===== config.mk =====
export PLATFORM = sky130hd
export DESIGN_NAME = f7_logic_arbiter
export DESIGN_NICKNAME = d
export VERILOG_FILES = /design/src/rtl/f7_logic_arbiter_pkg.sv /design/src/rtl/f7_logic_arbiter_unit.sv /design/src/rtl/f7_logic_arbiter.sv
export SDC_FILE = /design/constraint.sdc
export NUM_CORES = 1
export LEC_CHECK = 0
export ABC_CLOCK_PERIOD_IN_PS = 1400
export CAP_MARGIN = 20
export CORE_ASPECT_RATIO = 1.25
export CORE_MARGIN = 2
export CORE_UTILIZATION = 45
export DETAILED_ROUTE_END_ITERATION = 10
export PLACE_DENSITY = 0.82
export SLEW_MARGIN = 20
export SYNTH_ARGS = -nofsm -noshare
export SYNTH_HDL_FRONTEND = slang
export SYNTH_SLANG_ARGS = --single-unit
export TNS_END_PERCENT = 100

===== constraint.sdc =====
create_clock -name clk -period 1.4 [get_ports clk]
set_input_delay 0.21 -clock clk [delete_from_list [all_inputs] [get_ports clk]]
set_output_delay 0.21 -clock clk [all_outputs]
set_load 0.03 [all_outputs]

===== src/rtl/f7_logic_arbiter_pkg.sv =====
// Shared definitions for the two-requester OR/NOR logic arbiter:
// sequencer state encoding and logic-unit op select codes.
package f7_logic_arbiter_pkg;

    // Sequencer states; the unused encoding 2'd3 recovers to IDLE.
    typedef enum logic [1:0] {
        IDLE = 2'd0,
        EXEC = 2'd1,
        RESP = 2'd2
    } state_t;

    // Op select encoding seen by the shared logic unit.
    localparam logic OP_OR  = 1'b0;
    localparam logic OP_NOR = 1'b1;

endpackage


===== src/rtl/f7_logic_arbiter_unit.sv =====
// Shared W-bit logic unit: per bit s = sel ? ~(a|b) : (a|b).
// Built from gate primitives so each bit is an explicit OR/NOR pair
// steered by sel through an AND-OR mux.
module f7_logic_unit #(
    parameter int W = 4
) (
    input  logic [W-1:0] a,
    input  logic [W-1:0] b,
    input  logic         sel,
    output wire  [W-1:0] s
);

    wire selN;

    not uSelInv (selN, sel);

    // One OR/NOR cell per bit, selected by sel.
    for (genvar i = 0; i < W; i++) begin : gBit
        wire orBit;
        wire norBit;
        wire orPick;
        wire norPick;

        or  uOr      (orBit,   a[i],   b[i]);
        nor uNor     (norBit,  a[i],   b[i]);
        and uOrPick  (orPick,  orBit,  selN);
        and uNorPick (norPick, norBit, sel);
        or  uMux     (s[i],    orPick, norPick);
    end

endmodule


===== src/rtl/f7_logic_arbiter.sv =====
// Round-robin arbiter sharing one OR/NOR logic unit between two
// requesters. A three-state sequencer latches the granted operands,
// computes for one cycle, then holds the result until it is consumed.
module f7_logic_arbiter
    import f7_logic_arbiter_pkg::*;
#(
    parameter int W     = 4,
    parameter int CNT_W = 8
) (
    input  logic             clk,
    input  logic             rst,
    input  logic             req0_valid,
    output logic             req0_ready,
    input  logic [W-1:0]     req0_a,
    input  logic [W-1:0]     req0_b,
    input  logic             req0_sel,
    input  logic             req1_valid,
    output logic             req1_ready,
    input  logic [W-1:0]     req1_a,
    input  logic [W-1:0]     req1_b,
    input  logic             req1_sel,
    output logic             rsp_valid,
    input  logic             rsp_ready,
    output logic [W-1:0]     rsp_data,
    output logic             rsp_id,
    output logic [CNT_W-1:0] done_count
);

    state_t           state_q;
    state_t           state_d;
    logic             lastGrant_q;
    logic [W-1:0]     opA_q;
    logic [W-1:0]     opB_q;
    logic             opSel_q;
    logic             opId_q;
    logic [W-1:0]     rspData_q;
    logic             rspId_q;
    logic [CNT_W-1:0] doneCount_q;

    logic             grant0;
    logic             grant1;
    logic             accept;
    logic             consume;
    wire  [W-1:0]     unitOut;

    // Round-robin grant: a lone valid always wins; on contention the
    // requester that was not served last goes next.
    always_comb begin
        grant0  = req0_valid & (~req1_valid | lastGrant_q);
        grant1  = req1_valid & (~req0_valid | ~lastGrant_q);
        req0_ready = (state_q == IDLE) & grant0;
        req1_ready = (state_q == IDLE) & grant1;
        accept  = req0_ready | req1_ready;
        consume = (state_q == RESP) & rsp_ready;
    end

    // Sequencer next state: accept -> compute one cycle -> hold until taken.
    always_comb begin
        state_d = state_q;
        case (state_q)
            IDLE:    if (accept)  state_d = EXEC;
            EXEC:                 state_d = RESP;
            RESP:    if (consume) state_d = IDLE;
            default:              state_d = IDLE;
        endcase
    end

    // Sequencer state register.
    always_ff @(posedge clk) begin
        if (rst) begin
            state_q <= IDLE;
        end else begin
            state_q <= state_d;
        end
    end

    // Operand capture at the accept edge only; later operand changes are ignored.
    always_ff @(posedge clk) begin
        if (rst) begin
            opA_q   <= '0;
            opB_q   <= '0;
            opSel_q <= OP_OR;
            opId_q  <= 1'b0;
        end else if (accept) begin
            opA_q   <= req1_ready ? req1_a   : req0_a;
            opB_q   <= req1_ready ? req1_b   : req0_b;
            opSel_q <= req1_ready ? req1_sel : req0_sel;
            opId_q  <= req1_ready;
        end
    end

    f7_logic_unit #(.W(W)) uUnit (
        .a   (opA_q),
        .b   (opB_q),
        .sel (opSel_q),
        .s   (unitOut)
    );

    // Result capture in EXEC; the result stays frozen through RESP.
    always_ff @(posedge clk) begin
        if (rst) begin
            rspData_q <= '0;
            rspId_q   <= 1'b0;
        end else if (state_q == EXEC) begin
            rspData_q <= unitOut;
            rspId_q   <= opId_q;
        end
    end

    // Response handshake bookkeeping: count deliveries and remember who was served.
    always_ff @(posedge clk) begin
        if (rst) begin
            doneCount_q <= '0;
            lastGrant_q <= 1'b1;
        end else if (consume) begin
            doneCount_q <= doneCount_q + CNT_W'(1);
            lastGrant_q <= rspId_q;
        end
    end

    assign rsp_valid  = (state_q == RESP);
    assign rsp_data   = rspData_q;
    assign rsp_id     = rspId_q;
    assign done_count = doneCount_q;

endmodule

==> results of run 1 <==
per-stage QoR:
step           power, mW  TNS [ps]  setup WS [ps]  std cells  hold slack (ps)
4_1_cts             1.56     -92.0          -58.4        225              468
5_1_grt             1.64      -605           -108        225              479
3_5_place_dp        1.26     -2420           -252        220              448
3_3_place_gp        1.25     -1690           -170        220              441
2_1_floorplan       1.10         0           11.2        143              385
6_report            1.56     -81.1          -55.8        225              462
cell usage in the layout (no fill, tap or decap), types with 2 or more instances in the layout:
cell / n
a311oi_1: 9
nand2_1: 9
nand4_1: 11
nand3_1: 5
a211o_1: 2
o21ai_0: 17
dfxtp_4: 2
dfxtp_2: 5
nor2b_1: 2
nor2_1: 4
buf_4: 17
dlygate4sd2_1: 11
clkdlybuf4s50_1: 22
o31ai_1: 2
buf_6: 2
or3_1: 7
clkbuf_4: 3
a21oi_1: 19
nand2b_1: 2
xor2_1: 2
dfxtp_1: 19
logic make-up after synthesis:
family | share of synthesized area [%]
compound gates | 25.4
simple gates | 23.6
flops | 42.1
buf+inv | 5.57
xor+xnor | 1.42
mux | 0.811
fa+ha+maj | 1.01
worst max path at each step:
stage | from | end | slack [ps] | depth (start not counted)
after CTS | state_q[0] | req1_ready | -60 | 3
after global routing | state_q[0] | req1_ready | -110 | 3
final | req0_valid | req1_ready | -60 | 4
after global placement | rsp_ready | done_count[7] | -170 | 4
after floorplan | req1_valid | req0_ready | 10 | 5
after detailed placement | rsp_ready | done_count[5] | -250 | 4
power groups by stage:
stage / logic (mW) / registers (mW) / clock network (mW)
after floorplan: 0.232 / 0.869 / 0
after global placement: 0.393 / 0.855 / 0
after detailed placement: 0.404 / 0.859 / 0
after CTS: 0.411 / 0.840 / 0.313
after global routing: 0.451 / 0.851 / 0.342
final: 0.411 / 0.841 / 0.310
registers in the layout, indices dropped and copies added (netlist names):
register,count
done_count,8
opA_q,4
opB_q,4
rsp_data,4
state_q,2
lastGrant_q,1
opId_q,1
opSel_q,1
rsp_id,1
what timing repair did:
action,4_1_cts,5_1_grt
setup endpoints to repair,17,14
buffers inserted,2,0
resized for setup,19,8
endpoints found under the hold margin,0,0
pin swaps,2,2
area by class of cell:
type / instances / share of cell area, %
Clock buffer: 3 / 1.27
Sequential cell: 26 / 30.2
Inverter: 1 / 0.212
Timing Repair Buffer: 55 / 28.4
Tap cell: 34 / 2.41
Multi-Input combinational cell: 106 / 37.5
routing by layer:
layer	vias to the layer above	routed length (um)	share of wire [%]	global-route usage [%]
li1	639	-	-	-
met1	563	1150	37	18.3
met2	37	1790	58	45.6
met3	4	115	3.7	2.39
met4	0	36	1.2	7.09
met5	-	0	0	0
critical path: stages:
cell and delay, ps:
clkdlybuf4s50_1 440, a211o_1 330, nor2_2 120, buf_6 140
==> flow_metrics.py, run 1 <==
metrics = {
    "worst_setup_path": {
        "r2r_start": "state_q[0]",
        "critical_path_required_ps": 1190,
        "arrival_ps": 1250,
        "ff2ff_path_depth": 4,
        "start_kind": "primary input",
        "crit_path_max_fanout": 3,
        "r2r_slack_ps": 30,
        "endpoint_kind": "output port",
        "critPathKind": "primary input to output port",
        "r2r_end": "done_count[5]",
    },
    "placement": {
        "io_buffers": 38,
        "dpl_cell_area_um2": 1720,
        "dp_hpwl_um": 2440,
        "gp_congestion": 0.753,
    },
    "cts": {
        "cts_buffers": 3,
        "htreeDepth": 1,
        "cts_buffer_depth": 2,
        "clock_latency_ps": 310,
        "cts_tree": "built",
        "clkSinkCount": 26,
        "clk_pin_slew_worst_paths_ps": 130,
        "cts_root_buf": "clkbuf_4",
        "cts_hold_buffers": 0,
    },
    "floorplan": {
        "dieWidth_um": 50.9,
        "core_area_um2": 2650,
        "dieArea_um2": 3180,
        "initial_utilization_pct": 46.5,
        "die_h_um": 62.6,
        "ioPinCount": 39,
        "core.rowCount": 21,
    },
    "timing": {
        "grt_setup_unrepaired": "yes",
        "min_period_over_period_pct": 104,
        "maxSlewViolCount": 0,
        "worst_slack_ps": -55.8,
        "fin_crit_ps": 1460,
        "hold_viol_final": 0,
        "slew_headroom_pct": 77.0,
        "finalSetupViolCount": 2,
        "worstMarginPinSlew_ps": 344,
        "max_freq_mhz": 687,
        "fin_skew_ps": 3.37,
    },
    "cells_and_area": {
        "diodes": 0,
        "seqCellArea_um2": 534,
        "layout-drive-gt1-share_pct": 20.4,
        "area_delta_synth_final_pct": 43.2,
        "fillerInstances": 235,
        "stdcell_area_um2": 1770,
        "fin_util_pct": 66.6,
        "nNetsFinal": 217,
        "multi_input_area_um2": 663,
    },
    "pwr": {
        "p_sw_mw": 0.458,
        "power_density_nw_per_um2": 884,
        "clkPwrFrac_pct": 19.8,
        "peakVddDrop_mv": 0.569,
        "p_sw_share_pct": 29.3,
        "power.internal_mw": 1.10,
        "comb_power_share_pct": 26.3,
        "leakage_nw": 0.709,
        "p_seq_share_pct": 53.8,
    },
    "detailed_routing": {
        "antenna_left": 0,
        "via_per_inst": 5.52,
        "dr.pass1.iters": 4,
        "routed_wl_um": 3100,
        "drc_errors": 0,
        "first_iter_violations": 9,
        "via_count": 1243,
        "wl_per_cell_um": 13.8,
    },
    "synth": {
        "synth_area_leaders": "dfxtp_1 42%, a21oi_1 8.1%, o21ai_0 6.9%, a311oi_1 6.4%, nand4_1 5.6%",
        "syn_nets": 167,
        "async_reset_ff_share_pct": 0,
        "syn_area_um2": 1230,
        "ys_seq_area_share_pct": 42.1,
        "ys_ff_latch": 26,
        "synth-edff-count": 0,
        "ys.flop_type": "dfxtp_1",
        "ys_types": 30,
        "avgSynthCellArea_um2": 8.64,
        "netlist_instances": 143,
        "synthTopCellsByCount": "26 x dfxtp_1, 20 x a21oi_1, 17 x o21ai_0, 11 x nand4_1",
        "yosys.area.top_type": "dfxtp_1",
        "yosys_warnings": 0,
        "synth_top_cell_area_share_pct": 42.1,
        "yosysMostFrequentCell": "dfxtp_1",
    },
    "status": {
        "violations": "setup timing",
        "outcome": "finished with violations",
    },
    "global_routing": {
        "grt_pass1_vias": 1300,
        "antenna_found_initial": 0,
        "grtUsageTotal_pct": 21.0,
        "overflow": 0,
        "grt_max_degree": 27,
        "grt_pass1_wl_um": 5290,
    },
    "hold_path": {
        "min_to": "rsp_id",
        "holdCritPathClass": "register to register",
        "worstHoldStart": "opId_q",
        "whs_path_depth": 2,
    },
    "job": {
        "maxCapViolations": 0,
    },
}
No activity file was read; power rests on OpenSTA's default activity.
==> run 2, diff against run 1 <==
CTS_CLUSTER_SIZE = 16   (was unset)
==> results of run 2 <==
No change in the layout: final DEF, timing and power equal those of run 1.
==> run 3, diff against run 2 <==
SETUP_SLACK_MARGIN = 0.2   (was unset)
==> run 3 against run 2 <==
The run still ends with setup timing left. Final cell count is 5.3% higher. Highest routed layer unchanged. Hold slack better by 8.1 ps. First-iteration DRC count grew to 6.0 times the previous value. Flip-flop and latch count stayed put. Critical path depth is 1 lower. Via count is 17% higher. Sequential share of layout area is 3.9 points lower. Combinational power is 59% higher.
==> flow_metrics.py, run 3 (synthesis results as in run 1) <==
metrics = {
    "cells_and_area": {
        "diodes": 0,
        "multi_input_area_um2": 848,
        "seqCellArea_um2": 558,
        "layout_commonest_cell": "clkdlybuf4s50_1",
        "layout-drive-gt1-share_pct": 45.8,
        "nNetsFinal": 228,
        "layout_common_cells": "20 x clkdlybuf4s50_1, 16 x dfxtp_1, 14 x o21ai_0, 14 x a21oi_1",
        "post_layout_nonfiller_instances": 237,
        "area_delta_synth_final_pct": 71.9,
        "fillerInstances": 174,
        "fin_util_pct": 80.0,
        "largest_reg_flops": 8,
    },
    "timing": {
        "tns_ps": -181,
        "fin_crit_ps": 1500,
        "fin_skew_ps": 4.46,
        "min_period_over_period_pct": 107,
        "maxSlewViolCount": 0,
        "slew_headroom_pct": 73.7,
        "worstMarginPinSlew_ps": 391,
        "grt_setup_unrepaired": "yes",
        "max_freq_mhz": 665,
        "finalSetupViolCount": 5,
        "hold_viol_final": 0,
        "worst_slack_ps": -104,
    },
    "global_routing": {
        "grt_max_degree": 27,
        "grt_pass1_vias": 1338,
        "antenna_found_initial": 0,
        "overflow": 0,
        "grtUsageTotal_pct": 24.4,
        "grt_pass1_wl_um": 5910,
    },
    "placement": {
        "io_buffers": 38,
        "dp_cells": 214,
        "gp_congestion": 0.728,
    },
    "cts": {
        "cts_root_buf": "clkbuf_4",
        "cts_tree": "built",
        "clkSinkCount": 26,
        "cts_buffer_depth": 2,
        "clk_pin_slew_worst_paths_ps": 140,
        "htreeDepth": 1,
        "clock_latency_ps": 330,
        "cts_buffers": 3,
        "cts_hold_buffers": 0,
    },
    "status": {
        "outcome": "finished with violations",
        "violations": "setup timing",
    },
    "worst_setup_path": {
        "crit_path_max_fanout": 4,
        "r2r_start": "state_q[1]",
        "critical_path_required_ps": 1190,
        "arrival_ps": 1290,
        "startpoint": "lastGrant_q",
        "endpoint_kind": "output port",
        "start_kind": "register",
        "r2r_slack_ps": -30,
        "critPathKind": "register to output port",
    },
    "job": {
        "maxCapViolations": 0,
    },
    "hold_path": {
        "worstHoldStart": "req0_b[1]",
        "holdCritPathClass": "primary input to register",
    },
    "pwr": {
        "leakage_nw": 0.814,
        "peakVddDrop_mv": 0.764,
        "power.total_mw": 1.88,
        "power_density_nw_per_um2": 887,
    },
    "detailed_routing": {
        "first_iter_violations": 54,
        "wl_per_cell_um": 18.7,
        "routed_wl_um": 4430,
        "via_per_inst": 6.14,
        "via_count": 1455,
        "antenna_left": 0,
        "drc_errors": 0,
        "dr.pass1.iters": 4,
    },
    "floorplan": {
        "core_area_um2": 2650,
        "dieArea_um2": 3180,
        "dieWidth_um": 50.9,
        "ioPinCount": 39,
        "die_h_um": 62.6,
        "initial_utilization_pct": 46.5,
        "core.rowCount": 21,
    },
}
run 3: cell types whose count changed in the layout (fill, tap and decap cells not counted), sizes merged:
cell / delta
and2: +1
buf: +23
clkdlybuf4s15: -1
clkdlybuf4s50: -2
dlygate4sd2: -9
run 3: layer usage:
layer | global-route usage, % | wire length (um) | vias to the layer above
met3 | 1.44 | 159 | 15
met2 | 48.7 | 2410 | 59
met4 | 11.1 | 201 | 0
met5 | 0 | 0 | -
li1 | - | - | 670
met1 | 24.6 | 1660 | 711
run 3: area by class of cell:
| type | instances | share of cell area [%] |
|---|---|---|
| Clock buffer | 4 | 1.71 |
| Timing Repair Buffer | 65 | 29.9 |
| Tap cell | 34 | 2.00 |
| Sequential cell | 26 | 26.3 |
| Multi-Input combinational cell | 107 | 40.0 |
| Inverter | 1 | 0.177 |
run 3: metrics by stage:
| step | instance area [um^2] | hold slack [ps] | setup slack (ps) |
|---|---|---|---|
| floorplan | 1350 | 384 | 190 |
| global placement | 1770 | 440 | -175 |
| detailed placement | 1770 | 452 | -190 |
| CTS | 2030 | 471 | -90.6 |
| global route | 2120 | 482 | -133 |
| finish | 2120 | 470 | -104 |
run 3: worst max-delay path, stage by stage, from the launching register on:
cell	delay, ps
dfxtp_4	390
a211o_4	350
nor2_4	90
buf_6	130
run 3: power breakdown:
part	switching [mW]	internal, mW	total, mW
logic	0.306	0.346	0.653
clock network	0.229	0.160	0.389
registers	0.0599	0.782	0.842
total	0.596	1.29	1.88
run 3: worst paths after layout:
| kind | cells after the start | end |
|---|---|---|
| setup / recovery | 3 | req1_ready |
| hold reg to reg | 2 | rsp_data[3] |
| hold / removal | 3 | opB_q[1] |
| setup reg to reg | 7 | opB_q[2] |
run 3: repair_timing:
item | CTS | global route
buffers inserted | 14 | 2
cloned | 2 | 1
resized for setup | 79 | 38
pin swaps | 27 | 12
endpoints found under the setup margin | 24 | 32
